## src/rtl/score_pkg.sv

```systemverilog
// Shared types, display codes and BCD helpers for the score display controller.
package score_pkg;

  typedef enum logic [1:0] {
    ST_IDLE = 2'd0,
    ST_PLAY = 2'd1,
    ST_OVER = 2'd2
  } state_e;

  localparam logic [3:0] CODE_WIN   = 4'd11;
  localparam logic [3:0] CODE_LOSS  = 4'd12;
  localparam logic [3:0] CODE_BLANK = 4'd15;

  typedef struct packed {
    logic [3:0] tens;
    logic [3:0] units;
  } bcd_score_t;

  // Convert a binary count (0..99) to its two-digit BCD form.
  function automatic bcd_score_t to_bcd(input int unsigned v);
    bcd_score_t r;
    r.tens  = 4'((v / 10) % 10);
    r.units = 4'(v % 10);
    return r;
  endfunction

  // BCD +1: units wrap 9->0 and carry into tens; tens wrap 9->0.
  function automatic bcd_score_t bcd_inc(input bcd_score_t s);
    bcd_score_t r;
    if (s.units == 4'd9) begin
      r.units = 4'd0;
      r.tens  = (s.tens == 4'd9) ? 4'd0 : s.tens + 4'd1;
    end else begin
      r.units = s.units + 4'd1;
      r.tens  = s.tens;
    end
    return r;
  endfunction

endpackage

```

## src/rtl/bcd_score_counter.sv

```systemverilog
// Two-digit BCD score counter with synchronous clear, increment enable and a
// flag telling whether the incremented value equals the target score.
module bcd_score_counter
  import score_pkg::*;
#(
  parameter int unsigned TARGET = 11
) (
  input  logic       clk,
  input  logic       rst_n,
  input  logic       clr,
  input  logic       inc,
  output logic [7:0] value,
  output logic       hit_next
);

  bcd_score_t value_q, value_d, inc_val;

  // Next score: clear wins over increment.
  always_comb begin
    inc_val = bcd_inc(value_q);
    value_d = value_q;
    if (clr)      value_d = '0;
    else if (inc) value_d = inc_val;
  end

  // Score register.
  always_ff @(posedge clk or negedge rst_n) begin
    if (!rst_n) value_q <= '0;
    else        value_q <= value_d;
  end

  assign value    = value_q;
  assign hit_next = (inc_val == to_bcd(TARGET));

endmodule

```

## src/rtl/score_display_ctrl.sv

```systemverilog
// Two-player score display controller: IDLE/PLAY/OVER game FSM, two BCD
// score counters and registered 7-seg digit codes.
// Optional winner blink enabled by defining SCORE_DISPLAY_BLINK_EN.
module score_display_ctrl
  import score_pkg::*;
#(
  parameter int unsigned WIN_SCORE = 11,
  parameter int unsigned BLINK_DIV = 25_000_000
) (
  input  logic       clk,
  input  logic       rst_n,
  input  logic       start,
  input  logic       point_l,
  input  logic       point_r,
  output logic [3:0] dig0,
  output logic [3:0] dig1,
  output logic [3:0] dig2,
  output logic [3:0] dig3,
  output logic       game_over,
  output logic       winner
);

  state_e     state_q, state_d;
  logic       win_q, win_d;
  logic       inc_l, inc_r, hit_l, hit_r;
  logic [7:0] score_l, score_r;
  logic [3:0] dig0_q, dig1_q, dig2_q, dig3_q;
  logic [3:0] dig0_d, dig1_d, dig2_d, dig3_d;
  logic       game_over_q, game_over_d, winner_q, winner_d;
  logic       visible;

  // Points only count in PLAY; start overrides points and left beats right.
  assign inc_l = (state_q == ST_PLAY) && point_l && !start;
  assign inc_r = (state_q == ST_PLAY) && point_r && !point_l && !start;

  bcd_score_counter #(.TARGET(WIN_SCORE)) u_left (
    .clk      (clk),
    .rst_n    (rst_n),
    .clr      (start),
    .inc      (inc_l),
    .value    (score_l),
    .hit_next (hit_l)
  );

  bcd_score_counter #(.TARGET(WIN_SCORE)) u_right (
    .clk      (clk),
    .rst_n    (rst_n),
    .clr      (start),
    .inc      (inc_r),
    .value    (score_r),
    .hit_next (hit_r)
  );

  // Game state: OVER is entered on the same edge the winning score lands.
  always_comb begin
    state_d = state_q;
    win_d   = win_q;
    if (start) begin
      state_d = ST_PLAY;
    end else if (inc_l && hit_l) begin
      state_d = ST_OVER;
      win_d   = 1'b0;
    end else if (inc_r && hit_r) begin
      state_d = ST_OVER;
      win_d   = 1'b1;
    end
  end

  // State and latched winner registers.
  always_ff @(posedge clk or negedge rst_n) begin
    if (!rst_n) begin
      state_q <= ST_IDLE;
      win_q   <= 1'b0;
    end else begin
      state_q <= state_d;
      win_q   <= win_d;
    end
  end

`ifdef SCORE_DISPLAY_BLINK_EN
  localparam int unsigned CW = (BLINK_DIV > 1) ? $clog2(BLINK_DIV) : 1;
  logic [CW-1:0] blink_cnt_q, blink_cnt_d;
  logic          phase_q, phase_d;

  // Blink divider: restarts visible on every entry to OVER, free-runs inside.
  always_comb begin
    blink_cnt_d = blink_cnt_q;
    phase_d     = phase_q;
    if (state_d == ST_OVER && state_q != ST_OVER) begin
      blink_cnt_d = '0;
      phase_d     = 1'b1;
    end else if (state_q == ST_OVER) begin
      if (blink_cnt_q == CW'(BLINK_DIV - 1)) begin
        blink_cnt_d = '0;
        phase_d     = !phase_q;
      end else begin
        blink_cnt_d = blink_cnt_q + 1'b1;
      end
    end
  end

  // Blink counter and phase registers.
  always_ff @(posedge clk or negedge rst_n) begin
    if (!rst_n) begin
      blink_cnt_q <= '0;
      phase_q     <= 1'b1;
    end else begin
      blink_cnt_q <= blink_cnt_d;
      phase_q     <= phase_d;
    end
  end

  assign visible = phase_q;
`else
  assign visible = 1'b1;
`endif

  // Display codes from the registered state and scores.
  always_comb begin
    logic [3:0] wp;
    wp          = visible ? CODE_WIN : CODE_BLANK;
    dig3_d      = '0;
    dig2_d      = '0;
    dig1_d      = '0;
    dig0_d      = '0;
    game_over_d = (state_q == ST_OVER);
    winner_d    = win_q;
    case (state_q)
      ST_PLAY: begin
        {dig3_d, dig2_d} = score_l;
        {dig1_d, dig0_d} = score_r;
      end
      ST_OVER: begin
        if (win_q) begin
          {dig3_d, dig2_d} = {CODE_LOSS, CODE_LOSS};
          {dig1_d, dig0_d} = {wp, wp};
        end else begin
          {dig3_d, dig2_d} = {wp, wp};
          {dig1_d, dig0_d} = {CODE_LOSS, CODE_LOSS};
        end
      end
      default: ;
    endcase
  end

  // Output registers.
  always_ff @(posedge clk or negedge rst_n) begin
    if (!rst_n) begin
      dig0_q      <= '0;
      dig1_q      <= '0;
      dig2_q      <= '0;
      dig3_q      <= '0;
      game_over_q <= 1'b0;
      winner_q    <= 1'b0;
    end else begin
      dig0_q      <= dig0_d;
      dig1_q      <= dig1_d;
      dig2_q      <= dig2_d;
      dig3_q      <= dig3_d;
      game_over_q <= game_over_d;
      winner_q    <= winner_d;
    end
  end

  assign dig0      = dig0_q;
  assign dig1      = dig1_q;
  assign dig2      = dig2_q;
  assign dig3      = dig3_q;
  assign game_over = game_over_q;
  assign winner    = winner_q;

endmodule

```

## config.mk

```make
export PLATFORM = sky130hd
export DESIGN_NAME = score_display_ctrl
export DESIGN_NICKNAME = d
export VERILOG_FILES = /design/src/rtl/score_pkg.sv /design/src/rtl/bcd_score_counter.sv /design/src/rtl/score_display_ctrl.sv
export SDC_FILE = /design/constraint.sdc
export NUM_CORES = 1
export LEC_CHECK = 0
export ABC_AREA = 1
export CORE_MARGIN = 8
export CORE_UTILIZATION = 54
export CTS_BUF_LIST = sky130_fd_sc_hd__clkbuf_16
export DETAILED_ROUTE_END_ITERATION = 7
export GPL_ROUTABILITY_DRIVEN = 0
export GPL_TIMING_DRIVEN = 0
export PLACE_DENSITY_LB_ADDON = 0.3
export SYNTH_ARGS = -nofsm -noshare
export SYNTH_HDL_FRONTEND = slang
export SYNTH_SLANG_ARGS = --single-unit
```

## constraint.sdc

```tcl
create_clock -name clk -period 2 [get_ports clk]
set_input_delay 0.4 -clock clk [delete_from_list [all_inputs] [get_ports clk]]
set_output_delay 0.4 -clock clk [all_outputs]
set_load 0.02 [all_outputs]
```

==> qor.txt, run 1 <==
Worst-skew pair later-pin latency - 280 ps
VDD IR max - 0.4051 mV
GR Util All Layers - 0.1531
Core area - 3311 um^2
Placed Area - 2110 um^2
Crit share post-route - 0.8637
DRT Pass-1 Iters - 4
Final net count - 254
Crit path from - state_q[1]
Drt drc - 0
Yosys top cell area share - 0.5041
Slowest cell on the critical path - dfrtp_1
Sequential-to-total area share from yosys stat - 0.5041
Post-route setup slack - 272.5 ps
Worst hold path type - primary input to async pin
Clock Pin Slew Worst Setup and Hold Paths - 50 ps
Worst reg2reg path depth - 9
Fill cells - 261
Arr. time, crit path - 1920 ps
Synth area leaders - dfrtp_1 50%, nand2_1 13%, a21oi_1 5.2%
Hold_buf cts - 0
Die extent in x - 74.32 um
Slew @ Worst Pin - 782.5 ps
Post-CTS setup buffer count - 0
Final setup viols - 0
Final setup TNS - 0 ps
RSZ-0062 raised after global routing - false
Cell Pwr Density - 724.6 nW/um^2
Ant. Diodes - 0
CP Capture Type - flop
Leak - 1.077 nW
Final min period - 1727 ps
Clock tree from TritonCTS - yes
Dpl hpwl - 2692 um
Worst reg2reg endpoint - u_left.value[1]
Initial DRC count - 122
Critical path type - flop to flop
Cts repair resizes - 0
Drt total wl - 3731 um
Root buffer cell - clkbuf_16
Distinct cells, synth - 25
Layout cells sized above 1 - 0.1573
Area Growth Syn to Fin - 22.41%
Antenna violations before repair - 0
Most frequent cells in the layout - 62 x nand2_1, 37 x dfrtp_1, 24 x inv_1
Initial core utilization - 0.5548
Post-Synthesis Net Count - 225
Post-route design area - 2248 um^2
Reg-to-Reg Start - state_q[1]
Max Cap Violations - 0
CP max FO - 9
Ys Warns - 0
Critical-path cell list - inv_1 > ha_1 > buf_4 > nand2_2 > nor2_1 > inv_1 > a21oi_1 > nand3_1 > o21ai_0
Port Buffers - 22
Clock Path Buffers - 2
Reg2Reg Setup Slack - 270 ps
Status - finished clean
Global-route wire length before repair - 6389 um
Per-cell routed wire length - 12.69 um
Pre-CTS setup slack - 42.97 ps
I/O pin cnt - 23
Mapped Cells - 218
Skew final - 5.073 ps
#FFs+latches synth - 37
Mapped Area - 1837 um^2
Post-route ant nets - 0
Vias in the first global route - 1,443
Fmax - 0.5789 GHz
Largest net degree at the start of global routing - 38
CP most frequent cell - inv_1
Total global routing overflow - 0
Height of the die - 74.32 um
H-tree levels - 2
Final Slew Violations - 0
Crit-path max cell delay - 390 ps
Via density - 5.126
Synth area leader - dfrtp_1
Max_slew headroom - 0.4783
Required @ worst endpoint - 2190 ps
CP Launch Type - flop
Syn avg cell area - 8.426 um^2
DIE AREA - 5523 um^2
Worst Setup EP - u_left.value[1]
Final hold vios - 0
Sink Count - 37
TritonCTS Buffers - 5
Total vias in the final route - 1,507
Num rows - 21
Most common cell after layout, fill and taps aside - nand2_1
synthesized netlist by cell type:
library cell,count
nand2_1,62
dfrtp_1,37
inv_1,23
a21oi_1,19
nand3_1,13
o21ai_0,10
nand2_2,9
nor2_1,8
nand3_2,7
o22ai_1,5
nor2_2,4
clkbuf_1,3
nor2_4,3
ha_1,2
inv_2,2
nand4_1,2
a21boi_1,1
a21oi_2,1
a31o_2,1
buf_4,1
clkinv_2,1
nand2_4,1
nand3_4,1
nand3b_1,1
nor3_1,1
cells by family (layout without fill, tap and decap cells):
kind of cell             count (synthesis)  count (layout)  share of synthesized area
AND/OR/NAND/NOR                        112             112                     0.3086
AO/OA/AOI/OAI                           37              37                     0.1097
flip-flops                              37              37                     0.5041
adder cells (fa/ha/maj)                  2               2                    0.01362
buffers and inverters                   30              60                    0.06403
per-stage QoR:
step | hold slack, ps | util | instances | power, mW
finish | 204.7 | 0.6791 | 294 | 1.629
global route | 266.5 | 0.6791 | 294 | 1.678
CTS | 244.2 | 0.6791 | 294 | 1.640
detailed placement | 384.7 | 0.6372 | 286 | 0.9159
global placement | 383.1 | 0.6387 | 286 | 0.9144
floorplan | 104.4 | - | 218 | 0.8581
power breakdown:
group          switching (mW)  internal (mW)
clock network           0.276          0.451
registers              0.0180          0.768
logic                  0.0734         0.0422
total                   0.368           1.26
layout make-up:
class                   count  area, um^2  area share
repair buffers             22       215.2     0.09571
flip-flops and latches     37       925.9      0.4118
clock inverters             3       13.76    0.006121
well taps                  46       57.56     0.02560
inverters                  26       98.84     0.04396
clock buffers               5       125.1     0.05565
multi-input cells         151       793.3      0.3528
plain buffers               4       18.77    0.008347
worst max-delay path, delay by kind of cell, from the launching register on:
family / cells / cell delay (ps)
buffers and inverters: 3 / 390
AND/OR/NAND/NOR: 3 / 510
flip-flops: 1 / 390
AO/OA/AOI/OAI: 2 / 220
adder cells (fa/ha/maj): 1 / 140
how the worst min path moves through the flow:
stage	start	to	slack, ps	depth (start not counted)
CTS	rst_n	u_right.value[6]	240	1
finish	rst_n	u_right.value[6]	200	1
detailed placement	win_q	winner	380	0
global placement	win_q	winner	380	0
floorplan	rst_n	dig0[0]	100	0
global route	rst_n	u_right.value[6]	270	1
flip-flops by register name (all words and copies together) (netlist names), 2 cells and up:
signal,cells
dig0,4
dig1,4
dig2,4
dig3,4
state_q,2
u_left.value,8
u_right.value,8
layer usage:
layer | vias up | GRT usage | part of all wire
met5 | - | 0 | 0
met4 | 0 | 0.06739 | 0.022
met3 | 10 | 0.04313 | 0.078
met2 | 53 | 0.2422 | 0.45
met1 | 681 | 0.1903 | 0.45
li1 | 763 | - | -
No activity file was read; power rests on OpenSTA's default activity.
==> run 2, diff against run 1 <==
--- a/config.mk
+++ b/config.mk
@@ -8,10 +8,10 @@
 export ABC_AREA = 1
 export CORE_MARGIN = 8
 export CORE_UTILIZATION = 54
-export CTS_BUF_LIST = sky130_fd_sc_hd__clkbuf_16
 export DETAILED_ROUTE_END_ITERATION = 7
 export GPL_ROUTABILITY_DRIVEN = 0
 export GPL_TIMING_DRIVEN = 0
+export HOLD_SLACK_MARGIN = 0.02
 export PLACE_DENSITY_LB_ADDON = 0.3
 export SYNTH_ARGS = -nofsm -noshare
 export SYNTH_HDL_FRONTEND = slang
==> run 2 against run 1 <==
Via count is 1.0% lower. Final area is 3.9% lower. Worst hold slack worse by 78 ps. Utilization is 2.6 points lower. Clock-buffer cell count is 1 higher. Combinational power hardly changed. Total power is 22% lower. Sequential share of layout area is 1.7 points higher. Maximum frequency is 0.22% lower. Sequential cell count stayed put. First-iteration DRC count stayed put. Highest routed layer unchanged.
==> qor.txt, run 2 (same netlist as run 1, synthesis figures left out) <==
Critical-path cell list - inv_1 > ha_1 > buf_4 > nand2_2 > nand2_4 > nand2_2 > nor2_1 > nand3_1 > nor2_2 > nand3_2 > nand3_1 > nand2_1
Skew final - 13.97 ps
Max Cap Violations - 0
Root buffer cell - clkbuf_4
GR Util All Layers - 0.1477
Die extent in x - 74.32 um
Crit share post-route - 0.8657
Initial DRC count - 122
Max_slew headroom - 0.4675
Hold_buf cts - 0
Total Power - 1.272 mW
Worst-skew pair later-pin latency - 340 ps
Slew @ Worst Pin - 798.8 ps
Height of the die - 74.32 um
Per-cell routed wire length - 12.30 um
Total vias in the final route - 1,492
Clock tree from TritonCTS - yes
Final setup TNS - 0 ps
Vias in the first global route - 1,439
Status - finished clean
Clock Pin Slew Worst Setup and Hold Paths - 110 ps
Core area - 3311 um^2
Clock Path Buffers - 2
Drt total wl - 3617 um
Final Slew Violations - 0
DIE AREA - 5523 um^2
Final net count - 254
Fmax - 0.5776 GHz
Most common cell after layout, fill and taps aside - nand2_1
CP Launch Type - flop
Largest net degree at the start of global routing - 38
Ant. Diodes - 0
Port Buffers - 22
Arr. time, crit path - 1970 ps
Crit-path max cell delay - 410 ps
Dpl hpwl - 2692 um
Cts repair resizes - 0
TritonCTS Buffers - 5
Sink Count - 37
Initial core utilization - 0.5548
H-tree levels - 2
Placed Area - 2110 um^2
Cell Pwr Density - 588.5 nW/um^2
Leak - 1.034 nW
RSZ-0062 raised after global routing - false
Post-route ant nets - 0
Worst hold path type - primary input to async pin
Num rows - 21
Slowest cell on the critical path - dfrtp_1
Post-route setup slack - 268.7 ps
Global-route wire length before repair - 6203 um
Critical path type - flop to flop
Post-route design area - 2161 um^2
I/O pin cnt - 23
Via density - 5.075
Pre-CTS setup slack - 42.97 ps
Drt drc - 0
Final hold vios - 0
Most frequent cells in the layout - 62 x nand2_1, 37 x dfrtp_1, 23 x inv_1
Total global routing overflow - 0
Required @ worst endpoint - 2240 ps
Area Growth Syn to Fin - 17.64%
Layout cells sized above 1 - 0.1573
CP Capture Type - flop
Fin Hold WS - 126.8 ps
Final setup viols - 0
DRT Pass-1 Iters - 4
CP max FO - 9
Final min period - 1731 ps
VDD IR max - 0.2817 mV
Post-CTS setup buffer count - 0
Antenna violations before repair - 0
==> run 2: changes by cell type in the layout (fill, tap and decap cells not counted), sizes merged <==
cell    previous run  this run
clkbuf             8         9
inv               26        25
==> run 2: critical path: cells and delay by family (launching register included) <==
family        cells  cell delay [ps]
flops             1              410
simple gates      9              820
fa+ha+maj         1              140
buf+inv           2              260
==> run 2: final cells by class <==
cell class                 count  area [um^2]
buffer                         4        18.77
clock buffer                   6        41.29
clock inverter                 2        10.01
fill                         279         1150
inverter                      26        98.84
multi-input combinational    151        793.3
sequential                    37        925.9
tap                           46        57.56
timing repair buffer          22        215.2
==> run 2: worst paths after layout <==
| check | startpoint | end | slack (ps) | cells after the start |
|---|---|---|---|---|
| setup / recovery | state_q[1] | state_q[0] | 270 | 12 |
| setup reg to reg | state_q[1] | state_q[0] | 270 | 12 |
| min in group clk | win_q | winner | 410 | 0 |
| hold / removal | rst_n | u_right.value[1] | 130 | 1 |
| max in group asynchronous | rst_n | game_over | 1350 | 1 |
| hold reg to reg | win_q | winner | 410 | 0 |
==> run 2: power by group <==
group          internal [mW]  leakage [nW]  switching [mW]  total (mW)
clock network          0.134        0.0320           0.238       0.372
logic                 0.0422         0.506          0.0736       0.116
registers              0.766         0.497          0.0179       0.784
==> run 2: stage by stage <==
stage,util,cells
6_report,0.6527,294
5_1_grt,0.6527,294
4_1_cts,0.6527,294
3_5_place_dp,0.6372,286
3_3_place_gp,0.6387,286
2_1_floorplan,-,218
==> run 2: routing by layer <==
metal	vias to the layer above	wire length, um	global-route usage
met5	-	0	0
met4	0	85	0.07609
li1	762	-	-
met3	9	280	0.03100
met2	47	1647	0.2314
met1	674	1603	0.1878
==> run 3, diff against run 2 <==
--- a/config.mk
+++ b/config.mk
@@ -13,6 +13,8 @@
 export GPL_TIMING_DRIVEN = 0
 export HOLD_SLACK_MARGIN = 0.02
 export PLACE_DENSITY_LB_ADDON = 0.3
+export RECOVER_POWER = 25
+export REMOVE_ABC_BUFFERS = 1
 export SYNTH_ARGS = -nofsm -noshare
 export SYNTH_HDL_FRONTEND = slang
 export SYNTH_SLANG_ARGS = --single-unit
==> run 3 against run 2 <==
Sequential share of layout area shrank 0.61 points. Clock skew shrank 8.7 ps. Global-route usage shrank 0.60 points. First-iteration DRC count shrank 12%. Via count grew 0.67%. Clock power grew 49%. Critical path depth shrank 1. Highest routed layer unchanged.
==> qor.txt, run 3 (same netlist as run 1, synthesis figures left out) <==
Status - finished clean
Port Buffers - 22
Largest net degree at the start of global routing - 38
Worst reg2reg path depth - 11
Drt drc - 0
Critical path type - flop to flop
Skew final - 5.321 ps
Final setup viols - 0
Via density - 5.179
Clock network power share - 0.380
Global-route wire length before repair - 5989 um
CP Capture Type - flop
Reg2Reg Setup Slack - 250 ps
Ant. Diodes - 0
Total global routing overflow - 0
Max Cap Violations - 0
Most common cell after layout, fill and taps aside - nand2_1
H-tree levels - 2
Worst hold path type - primary input to async pin
Arr. time, crit path - 1990 ps
Pre-CTS setup slack - -74.72 ps
NetSw - 0.3482 mW
Total vias in the final route - 1,502
Crit share post-route - 0.8728
DIE AREA - 5523 um^2
Post-route setup slack - 254.3 ps
Cell Pwr Density - 663.1 nW/um^2
Core area - 3311 um^2
Dpl hpwl - 2589 um
Internal - 1.105 mW
Antenna violations before repair - 0
Final net count - 250
Required @ worst endpoint - 2250 ps
CP max FO - 18
Root buffer cell - clkbuf_4
Final Slew Violations - 0
Final setup TNS - 0 ps
Worst-skew pair later-pin latency - 350 ps
Fmax - 0.5729 GHz
Die extent in x - 74.32 um
Final hold vios - 0
GR Util All Layers - 0.1417
Clock Path Buffers - 2
I/O pin cnt - 23
Initial core utilization - 0.5548
Clock tree from TritonCTS - yes
VDD IR max - 0.4311 mV
Drt total wl - 3676 um
Clock Pin Slew Worst Setup and Hold Paths - 110 ps
Worst reg2reg endpoint - state_q[0]
Gate power share - 0.080
Final Core Density - 0.6621
Fin Hold WS - 155.1 ps
Switching part of the total - 0.2396
Worst Setup EP - state_q[0]
Layout cells sized above 1 - 0.1639
Vias in the first global route - 1,339
Sink Count - 37
Crit path from - state_q[1]
Per-cell routed wire length - 12.68 um
RSZ-0062 raised after global routing - false
Max_slew headroom - 0.4103
Reg-to-Reg Start - state_q[1]
Post-route ant nets - 0
Flop pwr share - 0.540
Slew @ Worst Pin - 884.6 ps
Num rows - 21
Height of the die - 74.32 um
DRT Pass-1 Iters - 4
Area Growth Syn to Fin - 19.35%
TritonCTS Buffers - 5
Most frequent cells in the layout - 62 x nand2_1, 37 x dfrtp_1, 23 x inv_1
Initial DRC count - 107
Final min period - 1746 ps
Leak - 1.041 nW
CP Launch Type - flop
==> run 3: cell type report <==
| type | count | area (um^2) |
|---|---|---|
| fillers | 280 | 1119 |
| repair buffers | 22 | 215.2 |
| clock buffers | 6 | 51.30 |
| clock inverters | 2 | 37.54 |
| flip-flops and latches | 37 | 925.9 |
| well taps | 46 | 57.56 |
| inverters | 26 | 98.84 |
| multi-input cells | 151 | 805.8 |
==> run 3: worst min-delay path by stage <==
| stage | to | start | slack (ps) |
|---|---|---|---|
| 6_report | u_right.value[1] | rst_n | 160 |
| 5_1_grt | u_left.value[3] | rst_n | 210 |
| 4_1_cts | u_left.value[3] | rst_n | 150 |
| 3_5_place_dp | winner | win_q | 390 |
| 3_3_place_gp | winner | win_q | 390 |
| 2_1_floorplan | dig0[0] | rst_n | 100 |
==> run 3: worst max-delay path, cell delays in order, from the launching register on <==
cell and delay, ps:
dfrtp_1 400, inv_1 120, ha_4 280, nand2_2 120, nand2_4 120, nand2_2 60
nor2_1 90, nand3_1 90, nor2_2 110, nand3_2 100, nand3_1 100, nand2_1 50
==> run 3: timing repair <==
item,CTS,global route
hold buffers,0,0
setup buffers,0,0
gates cloned,0,0
endpoints found under the setup margin,4,4
resized for setup,1,1
==> run 3: metrics by stage <==
step | cells | instance area, um^2 | total power, mW
after detailed placement | 282 | 2091 | 0.9154
after floorplan | 214 | 1818 | 0.8580
after global placement | 282 | 2096 | 0.9143
final | 290 | 2192 | 1.454
after CTS | 290 | 2182 | 1.462
after global routing | 290 | 2192 | 1.510
==> run 3: power groups by stage <==
stage | Clock (mW) | Sequential, mW | Combinational, mW
4_1_cts | 0.561 | 0.784 | 0.117
3_3_place_gp | 0 | 0.798 | 0.116
3_5_place_dp | 0 | 0.799 | 0.117
2_1_floorplan | 0 | 0.807 | 0.0506
6_report | 0.553 | 0.785 | 0.116
5_1_grt | 0.590 | 0.788 | 0.132
==> run 3: routing by layer <==
layer,part of all wire,vias up,global-route usage
li1,-,751,-
met1,0.46,697,0.1872
met2,0.45,49,0.2139
met3,0.074,5,0.03774
met4,0.015,0,0.05870
met5,0,-,0
